### src/rtl/mmio_uart_tx.sv
// Memory-mapped UART transmitter.
// CPU stores to TX_ADDR queue a byte in a small FIFO. The serializer sends
// each byte as 8N1, LSB first, at CLKS_PER_BIT clocks per bit, with no gap
// between frames. A store to STAT_ADDR clears the sticky overflow flag.
module mmio_uart_tx #(
    parameter int          CLKS_PER_BIT = 16,
    parameter int          FIFO_DEPTH   = 8,
    parameter logic [31:0] TX_ADDR      = 32'h02000008,
    parameter logic [31:0] STAT_ADDR    = 32'h0200000C
) (
    input  logic        clk,
    input  logic        reset,
    input  logic        MemWrite,
    input  logic [31:0] Mem_WrAddr,
    input  logic [31:0] Mem_WrData,
    input  logic [31:0] rd_addr,
    output logic [31:0] rd_data,
    output logic        tx,
    output logic        fifo_full,
    output logic        fifo_empty,
    output logic        busy,
    output logic        overflow
);

    localparam int                PTR_W     = $clog2(FIFO_DEPTH);
    localparam int                CNT_W     = PTR_W + 1;
    localparam logic [15:0]       BAUD_LAST = 16'(CLKS_PER_BIT - 1);
    localparam logic [CNT_W-1:0]  DEPTH_CNT = CNT_W'(FIFO_DEPTH);
    localparam logic [CNT_W-1:0]  CNT_ONE   = CNT_W'(1);
    localparam logic [PTR_W-1:0]  PTR_ONE   = PTR_W'(1);

    typedef enum logic [1:0] {
        S_IDLE,
        S_START,
        S_DATA,
        S_STOP
    } state_t;

    state_t           state_q, state_d;
    logic [15:0]      baud_q, baud_d;
    logic [2:0]       bit_idx_q, bit_idx_d;
    logic [7:0]       shift_q, shift_d;
    logic             tx_q, tx_d;
    logic [PTR_W-1:0] head_q, tail_q;
    logic [CNT_W-1:0] count_q;
    logic             overflow_q;
    logic [7:0]       mem_q [FIFO_DEPTH];

    logic push_req, push, drop, stat_wr, pop;
    logic unused_wrdata;

    // Only the low byte of the store data is transmitted.
    assign unused_wrdata = ^Mem_WrData[31:8];

    assign push_req   = MemWrite && (Mem_WrAddr == TX_ADDR);
    assign push       = push_req && !fifo_full;
    assign drop       = push_req && fifo_full;
    assign stat_wr    = MemWrite && (Mem_WrAddr == STAT_ADDR);

    assign fifo_full  = (count_q == DEPTH_CNT);
    assign fifo_empty = (count_q == '0);
    assign busy       = (state_q != S_IDLE);
    assign overflow   = overflow_q;
    assign tx         = tx_q;
    assign rd_data    = (rd_addr == STAT_ADDR) ?
                        {28'b0, overflow_q, busy, fifo_full, fifo_empty} : 32'b0;

    // FIFO storage; entries are plain data and need no reset.
    always_ff @(posedge clk) begin
        if (push && !reset) begin
            mem_q[tail_q] <= Mem_WrData[7:0];
        end
    end

    // FIFO pointers, occupancy count and the sticky overflow flag.
    always_ff @(posedge clk) begin
        if (reset) begin
            head_q     <= '0;
            tail_q     <= '0;
            count_q    <= '0;
            overflow_q <= 1'b0;
        end else begin
            if (push) tail_q <= tail_q + PTR_ONE;
            if (pop)  head_q <= head_q + PTR_ONE;
            case ({push, pop})
                2'b10:   count_q <= count_q + CNT_ONE;
                2'b01:   count_q <= count_q - CNT_ONE;
                default: count_q <= count_q;
            endcase
            // A drop is checked against the pre-edge full flag, so a pop in
            // the same cycle does not rescue the byte.
            if (stat_wr)   overflow_q <= 1'b0;
            else if (drop) overflow_q <= 1'b1;
        end
    end

    // Serializer next-state logic; tx is derived from the next state so the
    // registered line lines up with the state register.
    always_comb begin
        state_d   = state_q;
        baud_d    = baud_q;
        bit_idx_d = bit_idx_q;
        shift_d   = shift_q;
        pop       = 1'b0;
        case (state_q)
            S_IDLE: begin
                if (!fifo_empty) begin
                    pop     = 1'b1;
                    shift_d = mem_q[head_q];
                    state_d = S_START;
                    baud_d  = '0;
                end
            end
            S_START: begin
                if (baud_q == BAUD_LAST) begin
                    state_d   = S_DATA;
                    baud_d    = '0;
                    bit_idx_d = '0;
                end else begin
                    baud_d = baud_q + 16'd1;
                end
            end
            S_DATA: begin
                if (baud_q == BAUD_LAST) begin
                    baud_d    = '0;
                    shift_d   = {1'b0, shift_q[7:1]};
                    bit_idx_d = bit_idx_q + 3'd1;
                    if (bit_idx_q == 3'd7) state_d = S_STOP;
                end else begin
                    baud_d = baud_q + 16'd1;
                end
            end
            S_STOP: begin
                if (baud_q == BAUD_LAST) begin
                    baud_d = '0;
                    if (!fifo_empty) begin
                        pop     = 1'b1;
                        shift_d = mem_q[head_q];
                        state_d = S_START;
                    end else begin
                        state_d = S_IDLE;
                    end
                end else begin
                    baud_d = baud_q + 16'd1;
                end
            end
            default: state_d = S_IDLE;
        endcase

        case (state_d)
            S_START: tx_d = 1'b0;
            S_DATA:  tx_d = shift_d[0];
            default: tx_d = 1'b1;
        endcase
    end

    // Serializer control state and the registered serial line.
    always_ff @(posedge clk) begin
        if (reset) begin
            state_q   <= S_IDLE;
            baud_q    <= '0;
            bit_idx_q <= '0;
            tx_q      <= 1'b1;
        end else begin
            state_q   <= state_d;
            baud_q    <= baud_d;
            bit_idx_q <= bit_idx_d;
            tx_q      <= tx_d;
        end
    end

    // Shift register holds frame data only, so it carries no reset.
    always_ff @(posedge clk) begin
        shift_q <= shift_d;
    end

endmodule

### config.mk
export PLATFORM = sky130hd
export DESIGN_NAME = mmio_uart_tx
export DESIGN_NICKNAME = d
export VERILOG_FILES = /design/src/rtl/mmio_uart_tx.sv
export SDC_FILE = /design/constraint.sdc
export NUM_CORES = 1
export LEC_CHECK = 0
export ABC_AREA = 1
export ABC_CLOCK_PERIOD_IN_PS = 2600
export CAP_MARGIN = 10
export CORE_AREA = 2 2 103 115
export DETAILED_ROUTE_END_ITERATION = 8
export DIE_AREA = 0 0 105 117
export DONT_BUFFER_PORTS = 1
export SLEW_MARGIN = 20
export SYNTH_ARGS = -nofsm -noshare
export SYNTH_HDL_FRONTEND = slang
export SYNTH_SLANG_ARGS = --single-unit
export TNS_END_PERCENT = 20
### constraint.sdc
create_clock -name clk -period 2.6 [get_ports clk]
set_input_delay 0.39 -clock clk [delete_from_list [all_inputs] [get_ports clk]]
set_output_delay 0.39 -clock clk [all_outputs]
set_load 0.02 [all_outputs]
==> results.json <==
{
  "via_per_inst": 5.21,
  "grt_util_all_layers_pct": 19.8,
  "routabilityCongestion": 0.935,
  "clkSlewWorstSetupHoldPaths_ns": 0.07,
  "clockBufferDepth": 2,
  "grt_pass1_wl_um": 18600,
  "dr.pass1.iters": 4,
  "worstSkewPairLatency_ns": 0.35,
  "fmax_mhz": 418,
  "yosysUniqueCellTypes": 36,
  "period_share_pct": 92.0,
  "setup_violations": 0,
  "p_leak_nw": 2.33,
  "netlist_top_cells_area": "edfxtp_1, dfxtp_1, nand2_1, nor2_1, o21ai_0",
  "grt_max_degree": 33,
  "ant_nets": 0,
  "period_needed_ns": 2.39,
  "finalPower_w": 0.00462,
  "routedWlPerCell_um": 14.9,
  "cts.htree.levels": 3,
  "cap_violations": 0,
  "cp_top_family": "simple AND/OR/NAND/NOR gates",
  "p_int_w": 0.00310,
  "async_flop_share_pct": 0,
  "synth_top_area_share_pct": 39.1,
  "core-area_um2": 11200,
  "crit_path_end": "count_q[3]",
  "ys_seq_area_share_pct": 52.7,
  "crit_chain": "nor2_1 > nand3_1 > inv_1 > nor2_1 > nand2_1 > buf_4 > ha_1 > a21oi_1 > o21ai_0 > o21ai_0 > a21oi_1",
  "fin_area_um2": 5960,
  "p_seq_share_pct": 44.5,
  "timing.rr.start": "count_q[1]",
  "hpwl_um": 8370,
  "cts_tree": "built",
  "antenna_found_initial": 0,
  "ir_drop_uv": 420,
  "slowest_stage": "dfxtp_1",
  "finalWirelength_um": 11900,
  "hp-class": "input port to register",
  "dieArea_um2": 12300,
  "ys_ff_latch": 108,
  "syn_inst": 627,
  "r2r-end": "count_q[3]",
  "final_cells": 802,
  "num-nets-final": 760,
  "crit_cells": 11,
  "ys.warnings.count": 0,
  "cp-end-kind": "register",
  "sw_frac_of_total_pct": 32.8,
  "path_buf_inv": 2,
  "antenna_cells": 0,
  "crit_arrival_ns": 2.63,
  "skew_ns": 0.00704,
  "syn_area_um2": 5450,
  "path_class": "register to register",
  "synth_edf_count": 71,
  "die_width_um": 105,
  "place_inst": 783,
  "rsz0062_at_grt": "no",
  "power.share.clock_pct": 28.0,
  "r2r_slack_ns": 0.21,
  "rows": 41,
  "combPwrFrac_pct": 27.5,
  "slew_viol_final": 0,
  "finalHoldViolCount": 0,
  "vias": 4180,
  "p_switching_w": 0.00152,
  "start_kind": "register",
  "status": "finished clean",
  "area_growth_pct": 9.25,
  "syn_area_per_cell_um2": 8.69,
  "cts_root_buffer": "clkbuf_16",
  "fin_util_pct": 53.3,
  "ff2ff_path_depth": 11,
  "drc": 0,
  "io_pins": 136,
  "powerDensity_nw_per_um2": 776,
  "port_buffers": 0,
  "initial_utilization_pct": 48.7,
  "cpPeakStageDelay_ns": 0.44,
  "drt-initial-drc-count": 352,
  "yosys.area.top_type": "edfxtp_1",
  "die_h_um": 117,
  "drive_above_1_share_pct": 9.36,
  "cp-startpoint": "count_q[1]",
  "grt_pass1_vias": 3825,
  "ys.flop_type": "edfxtp_1",
  "setup_tns_ns": 0,
  "clkSinkCount": 108,
  "overflow": 0,
  "crit_required_ns": 2.84,
  "cp_max_fo": 7,
  "cts-buffers-inserted": 9,
  "place_area_um2": 5630
}
-- kinds of logic after synthesis --
kind of cell | count (synthesis) | synth area share, %
AOI/OAI and AO/OA | 101 | 9.69
buffers and inverters | 96 | 8.97
xor gates and xnor gates | 9 | 1.45
adders and majority gates | 14 | 3.21
DFF | 108 | 52.7
other | 1 | 0.0688
and+or+nand+nor | 298 | 23.9
-- cells in the final DEF, fill, tap and decap left out, types with 3 or more instances in the layout --
master	count
nor2_2	4
nand2_1	114
a21oi_1	29
inv_1	48
dfxtp_1	37
ha_1	13
nand3b_1	3
nor4_1	11
buf_4	28
xor2_1	5
conb_1	28
clkbuf_16	9
or2_2	4
nor3_1	6
nor2_1	99
nand3_1	39
o22ai_1	14
nand4_1	9
o21ai_0	42
o21ai_1	14
edfxtp_1	71
-- final cells by class --
cell class                 count  area [µm²]
fill                        1057        5230
sequential                   108        2870
multi-input combinational    450        2220
clock buffer                  11         243
timing repair buffer          28         210
inverter                      50         188
tap                          150         188
clock inverter                 5        36.3
-- cells in the mapped netlist, types with 3 or more instances --
cell type,count
nand2_1,114
nor2_1,99
edfxtp_1,71
inv_1,48
o21ai_0,43
nand3_1,39
dfxtp_1,37
a21oi_1,29
buf_4,28
ha_1,14
o22ai_1,14
o21ai_1,13
nor4_1,11
clkbuf_1,9
nand4_1,9
xor2_1,7
buf_2,6
nor3_1,6
nor2_2,4
or2_2,4
nand3b_1,3
-- registers in the layout, indices dropped and copies added, names as in the netlist, named ones only --
signal / flops
head_q: 3
state_q: 2
tail_q: 3
baud_q: 16
tx: 1
overflow: 1
bit_idx_q: 3
shift_q: 8
mem_q: 64
count_q: 4
-- per-layer routing --
layer  global-route usage, %  wire length (µm)  up-vias
li1                        -                 -     2107
met1                    24.4              5090     1933
met2                    34.8              6030      124
met3                    3.05               541       16
met4                    9.07               254        0
met5                       0                 0        -
-- stage by stage --
stage / hold WS [ns] / setup WS [ns]
global route: 0.0906 / 0.0152
CTS: 0.0989 / 0.108
finish: 0.106 / 0.207
detailed placement: 0.456 / 0.137
floorplan: 0.433 / 0.280
global placement: 0.445 / 0.179
-- power by group through the flow --
stage          clock network, W  registers, W  logic [W]
6_report                0.00129       0.00205    0.00127
5_1_grt                 0.00138       0.00206    0.00145
4_1_cts                 0.00131       0.00205    0.00121
3_5_place_dp                  0       0.00209    0.00121
3_3_place_gp                  0       0.00208    0.00118
2_1_floorplan                 0       0.00207   0.000932
-- repair_timing --
item / 4_1_cts / 5_1_grt
hold buffers: 0 / 0
resized for setup: 0 / 5
setup buffers: 0 / 3
setup endpoints to repair: 0 / 2
endpoints found under the hold margin: 0 / 0
-- how the worst min path moves through the flow --
stage,from,to,slack [ns],cells after the start
detailed placement,bit_idx_q[2],bit_idx_q[2],0.46,2
finish,reset,baud_q[15],0.11,1
CTS,reset,baud_q[15],0.1,1
global route,reset,baud_q[15],0.09,1
global placement,head_q[2],register,0.44,2
floorplan,head_q[2],register,0.43,2
No activity file was read; power rests on OpenSTA's default activity.
==> RTL edit 1, RTL diff (same settings) <==
`FIFO_DEPTH`: 8 -> 4.
--- a/src/rtl/mmio_uart_tx.sv
+++ b/src/rtl/mmio_uart_tx.sv
@@ -6,3 +6,3 @@
     parameter int          CLKS_PER_BIT = 16,
-    parameter int          FIFO_DEPTH   = 8,
+    parameter int          FIFO_DEPTH   = 4,
     parameter logic [31:0] TX_ADDR      = 32'h02000008,
Formal check against the unedited RTL: not equivalent (Yosys sat finds a counterexample within 10 cycles, from zero or initial values and one cycle with reset high).
==> RTL edit 1 against the original RTL <==
- non-clock buffer count is 15 lower
- sequential share of layout area shrank 6.7 points
- fmax is 1.9% higher
- power decreased by 30%
- sequential cell count shrank 36
- wire length is 28% lower
- clock power decreased by 9%
- area after synthesis down 27%
- setup slack improved by 45 ps
- final area is 26% lower
- largest cell class unchanged
==> RTL edit 1: results <==
export IMPL_run_status="completed"
export IMPL_cpPeakStageDelay_ps=420
export IMPL_multi_input_area_um2=1815
export IMPL_dr_wl_met2_mm=4.304
export IMPL_finalWirelength_mm=8.603
export IMPL_synth_compound_area_frac=0.1186
export IMPL_place_inst=633
export IMPL_met3_usage=0.02602
export IMPL_grt_util_all_layers=0.1409
export IMPL_drtPass1Iterations=7
export IMPL_nets=608
export IMPL_p_seq_frac=0.419
export IMPL_ys_top_cells_by_count="nand2_1 (83), nor2_1 (72), inv_1 (48)"
export IMPL_p_int_uw=2208
export IMPL_final_util=0.3946
export IMPL_crit_family="adder cells"
export IMPL_register_area_um2=1834
export IMPL_ir_drop_uv=465.5
export IMPL_sh_seq_area=0.4157
export IMPL_drt_iter0_drc=194
export IMPL_instances_no_fill=649
export IMPL_met1_length_mm=3.603
export IMPL_clockBufferDepth=2
export IMPL_clock_buffers=9
export IMPL_grt_max_degree=28
export IMPL_cts_clk_slew_worst_paths_ps=60
export IMPL_pre_cts_slack_ps=119.3
export IMPL_grt_util_met1=0.1516
export IMPL_wl_met3_um=506
export IMPL_synth_edff_count=39
export IMPL_yosys_area_share_xor_xnor=0.004405
export IMPL_final_layout_size_suffix_gt1_frac=0.1062
export IMPL_crit_path_max_fanout=5
export IMPL_swShare=0.3213
export IMPL_fillers=1160
export IMPL_first_global_vias=2967
export IMPL_clkCellAreaFrac=0.06578
export IMPL_dp_hpwl_mm=6.281
export IMPL_buffer_area_frac=0.02212
export IMPL_synth_area_leaders="edfxtp_1 (29%), dfxtp_1 (17%), nand2_1 (7.8%)"
export IMPL_reg_largest_list="mem_q: 32 flops, baud_q: 16 flops, shift_q: 8 flops"
export IMPL_met2_usage=0.2671
export IMPL_synth_distinct_cells=40
export IMPL_yosys_area_share_adder=0.04909
export IMPL_worstPathRequired_ps=2820
export IMPL_n_all_buffers=13
export IMPL_hold_path_class="in2reg"
export IMPL_post_dp_cell_area_um2=4103
export IMPL_power_leakage_uw=0.001786
export IMPL_syn_inst=481
export IMPL_grt_pass1_wl_mm=13.64
export IMPL_yosys_register_bits=72
export IMPL_p_clk_uw=1180
export IMPL_seq_area_frac_synth=0.4607
export IMPL_place_congestion=0.8195
export IMPL_finClkSkew_ps=9.004
export IMPL_multi_input_cells=348
export IMPL_viasPerCell=4.923
export IMPL_areaGrowthSynthToFinish_pct=10.98
## RTL edit 1: cell count changes after synthesis, sizes merged, moves of 4 or more
cell    unedited run  this run
o21ai             57        33
nand3             40        20
clkbuf            10         5
nor3               8         3
nor2             103        76
xor2               7         2
dfxtp             37        33
edfxtp            71        39
nand2            117        87
nor3b              0         4
## RTL edit 1: final timing paths
check | slack (ps) | startpoint | depth (start not counted) | to
hold reg to reg | 460 | bit_idx_q[2] | 2 | bit_idx_q[2]
hold / removal | 110 | reset | 1 | baud_q[1]
setup / recovery | 250 | state_q[0] | 12 | count_q[2]
setup reg to reg | 250 | state_q[0] | 12 | count_q[2]
## RTL edit 1: cells by family after synthesis
family,Yosys count
AO/OA/AOI/OAI,85
XOR/XNOR,2
adder cells (fa/ha/maj),15
buffers and inverters,88
flip-flops,72
other,1
AND/OR/NAND/NOR,218
==> RTL edit 2, RTL diff (same flow settings) <==
Made on the original files. Re-encode `state_t` (4 states) as one-hot, 4 bits wide.
--- a/src/rtl/mmio_uart_tx.sv
+++ b/src/rtl/mmio_uart_tx.sv
@@ -31,7 +31,7 @@
 
-    typedef enum logic [1:0] {
-        S_IDLE,
-        S_START,
-        S_DATA,
-        S_STOP
+    typedef enum logic [3:0] {
+        S_IDLE  = 4'b0001,
+        S_START = 4'b0010,
+        S_DATA  = 4'b0100,
+        S_STOP  = 4'b1000
     } state_t;
Formal check against the unedited RTL: same outputs for any inputs over 10 cycles, from zero or initial values and one cycle with reset high; not proved beyond that.
==> RTL edit 2 against the original RTL <==
- non-clock buffer count is 13 lower
- core utilization shrank 0.20 points
- wire length shrank 1.7%
- setup slack better by 38 ps
- die area stayed put
- final area decreased by 0.38%
- sequential cell count increased by 2
- clock power grew 15%
- sequential share of layout area up 0.86 points
- power up 9.3%
- area after synthesis is 0.85% higher
- clock skew barely moved
- critical path type unchanged
- critical endpoint is now count_q[2]
==> RTL edit 2: results <==
export IMPL_place_congestion=0.8932
export IMPL_setup_viol=0
export IMPL_viasPerCell=5.215
export IMPL_nets=749
export IMPL_antenna_cells=0
export IMPL_cts_clk_slew_worst_paths_ps=70
export IMPL_place_inst=781
export IMPL_dr_wl_met2_mm=5.766
export IMPL_seq_area_frac_synth=0.5298
export IMPL_instances_no_fill=797
export IMPL_crit_path_max_fanout=5
export IMPL_synth_main_ff_cell="edfxtp_1"
export IMPL_pre_cts_slack_ps=286.5
export IMPL_antenna_found_initial=0
export IMPL_final_layout_size_suffix_gt1_frac=0.09119
export IMPL_holdWs_ps=98.23
export IMPL_dr_max_layer_used="met4"
export IMPL_wire_per_inst_um=14.70
export IMPL_rrSetupSlack_ps=240
export IMPL_holdPathEnd="baud_q[1]"
export IMPL_swShare=0.3396
export IMPL_wl_met3_um=461
export IMPL_worstHoldStart="reset"
export IMPL_drt_iter0_drc=237
export IMPL_met2_usage=0.3450
export IMPL_start_kind="register"
export IMPL_finClkSkew_ps=7.205
export IMPL_grt_util_all_layers=0.1966
export IMPL_post_dp_cell_area_um2=5613
export IMPL_synth_area_leaders="edfxtp_1 (39%), dfxtp_1 (14%), nand2_1 (7.9%)"
export IMPL_run_status="completed"
export IMPL_r2r_end="count_q[2]"
export IMPL_ys_top_cells_by_count="nand2_1 (116), nor2_1 (98), edfxtp_1 (71)"
export IMPL_power_leakage_uw=0.002239
export IMPL_grt_util_met1=0.2273
export IMPL_port_buffers=0
export IMPL_drtPass1Iterations=5
export IMPL_grt_max_degree=39
export IMPL_met1_length_mm=5.063
export IMPL_ctsHtreeMaxLevel=3
export IMPL_ir_drop_uv=385.2
export IMPL_synth_edff_count=71
export IMPL_dp_hpwl_mm=8.263
export IMPL_numCtsBuffers=9
export IMPL_synth_distinct_cells=38
export IMPL_cts_root_buf="clkbuf_16"
export IMPL_syn_inst=632
export IMPL_met3_usage=0.03433
export IMPL_worstPathArrival_ps=2600
export IMPL_hold_depth=1
export IMPL_clock_latency_ps=350
export IMPL_grt_pass1_wl_mm=18.71
export IMPL_reg2reg_depth=13
export IMPL_first_global_vias=4045
RTL edit 2: changes by cell type after synthesis, moves of 6 or more:
cell and delta:
o211ai_1 +6, o21ai_1 -10, nand3_1 +14, ha_1 -6
RTL edit 2: kinds of logic (layout without fill, tap and decap cells):
family                     after synthesis  in the layout  share of synthesized area
buffers and inverters                   99             87                    0.09058
AOI/OAI and AO/OA                       96             96                    0.09695
adders and majority gates                8              8                    0.01821
DFF                                    110            110                     0.5298
other                                    1             28                  0.0006821
and+or+nand+nor                        314            314                     0.2574
xor gates and xnor gates                 4              4                   0.006373
RTL edit 2: layout make-up:
class                           instances  area (µm²)
Clock buffer                           10       229.0
Clock inverter                          6       91.34
Fill cell                            1056        5250
Inverter                               56       211.5
Multi-Input combinational cell        450        2188
Sequential cell                       110        2913
Tap cell                              150       187.7
Timing Repair Buffer                   15       112.6
RTL edit 2: worst max path at each step:
stage / end / slack, ps / cells past startpoint
global placement: count_q[2] / 330 / 13
finish: count_q[2] / 240 / 13
detailed placement: count_q[2] / 290 / 13
global route: count_q[2] / 3 / 12
CTS: count_q[3] / 260 / 12
floorplan: count_q[2] / 330 / 12
RTL edit 2: power groups by stage:
stage | Sequential, µW | Combinational (µW) | Clock (µW)
after floorplan | 2150 | 1170 | 0
after global routing | 2140 | 1630 | 1570
after global placement | 2160 | 1410 | 0
final | 2130 | 1440 | 1480
after CTS | 2130 | 1450 | 1510
after detailed placement | 2170 | 1450 | 0
RTL edit 2: worst max-delay path, stage by stage (launching register included):
cell     delay (ps)
dfxtp_1         360
nor2_2          130
nand3_2         250
inv_2           240
nor2_2           60
inv_2            80
nand2_2          90
ha_1            240
xor2_1          170
ha_1            190
a21oi_1         150
xnor2_1          90
o21ai_0         140
inv_1            50
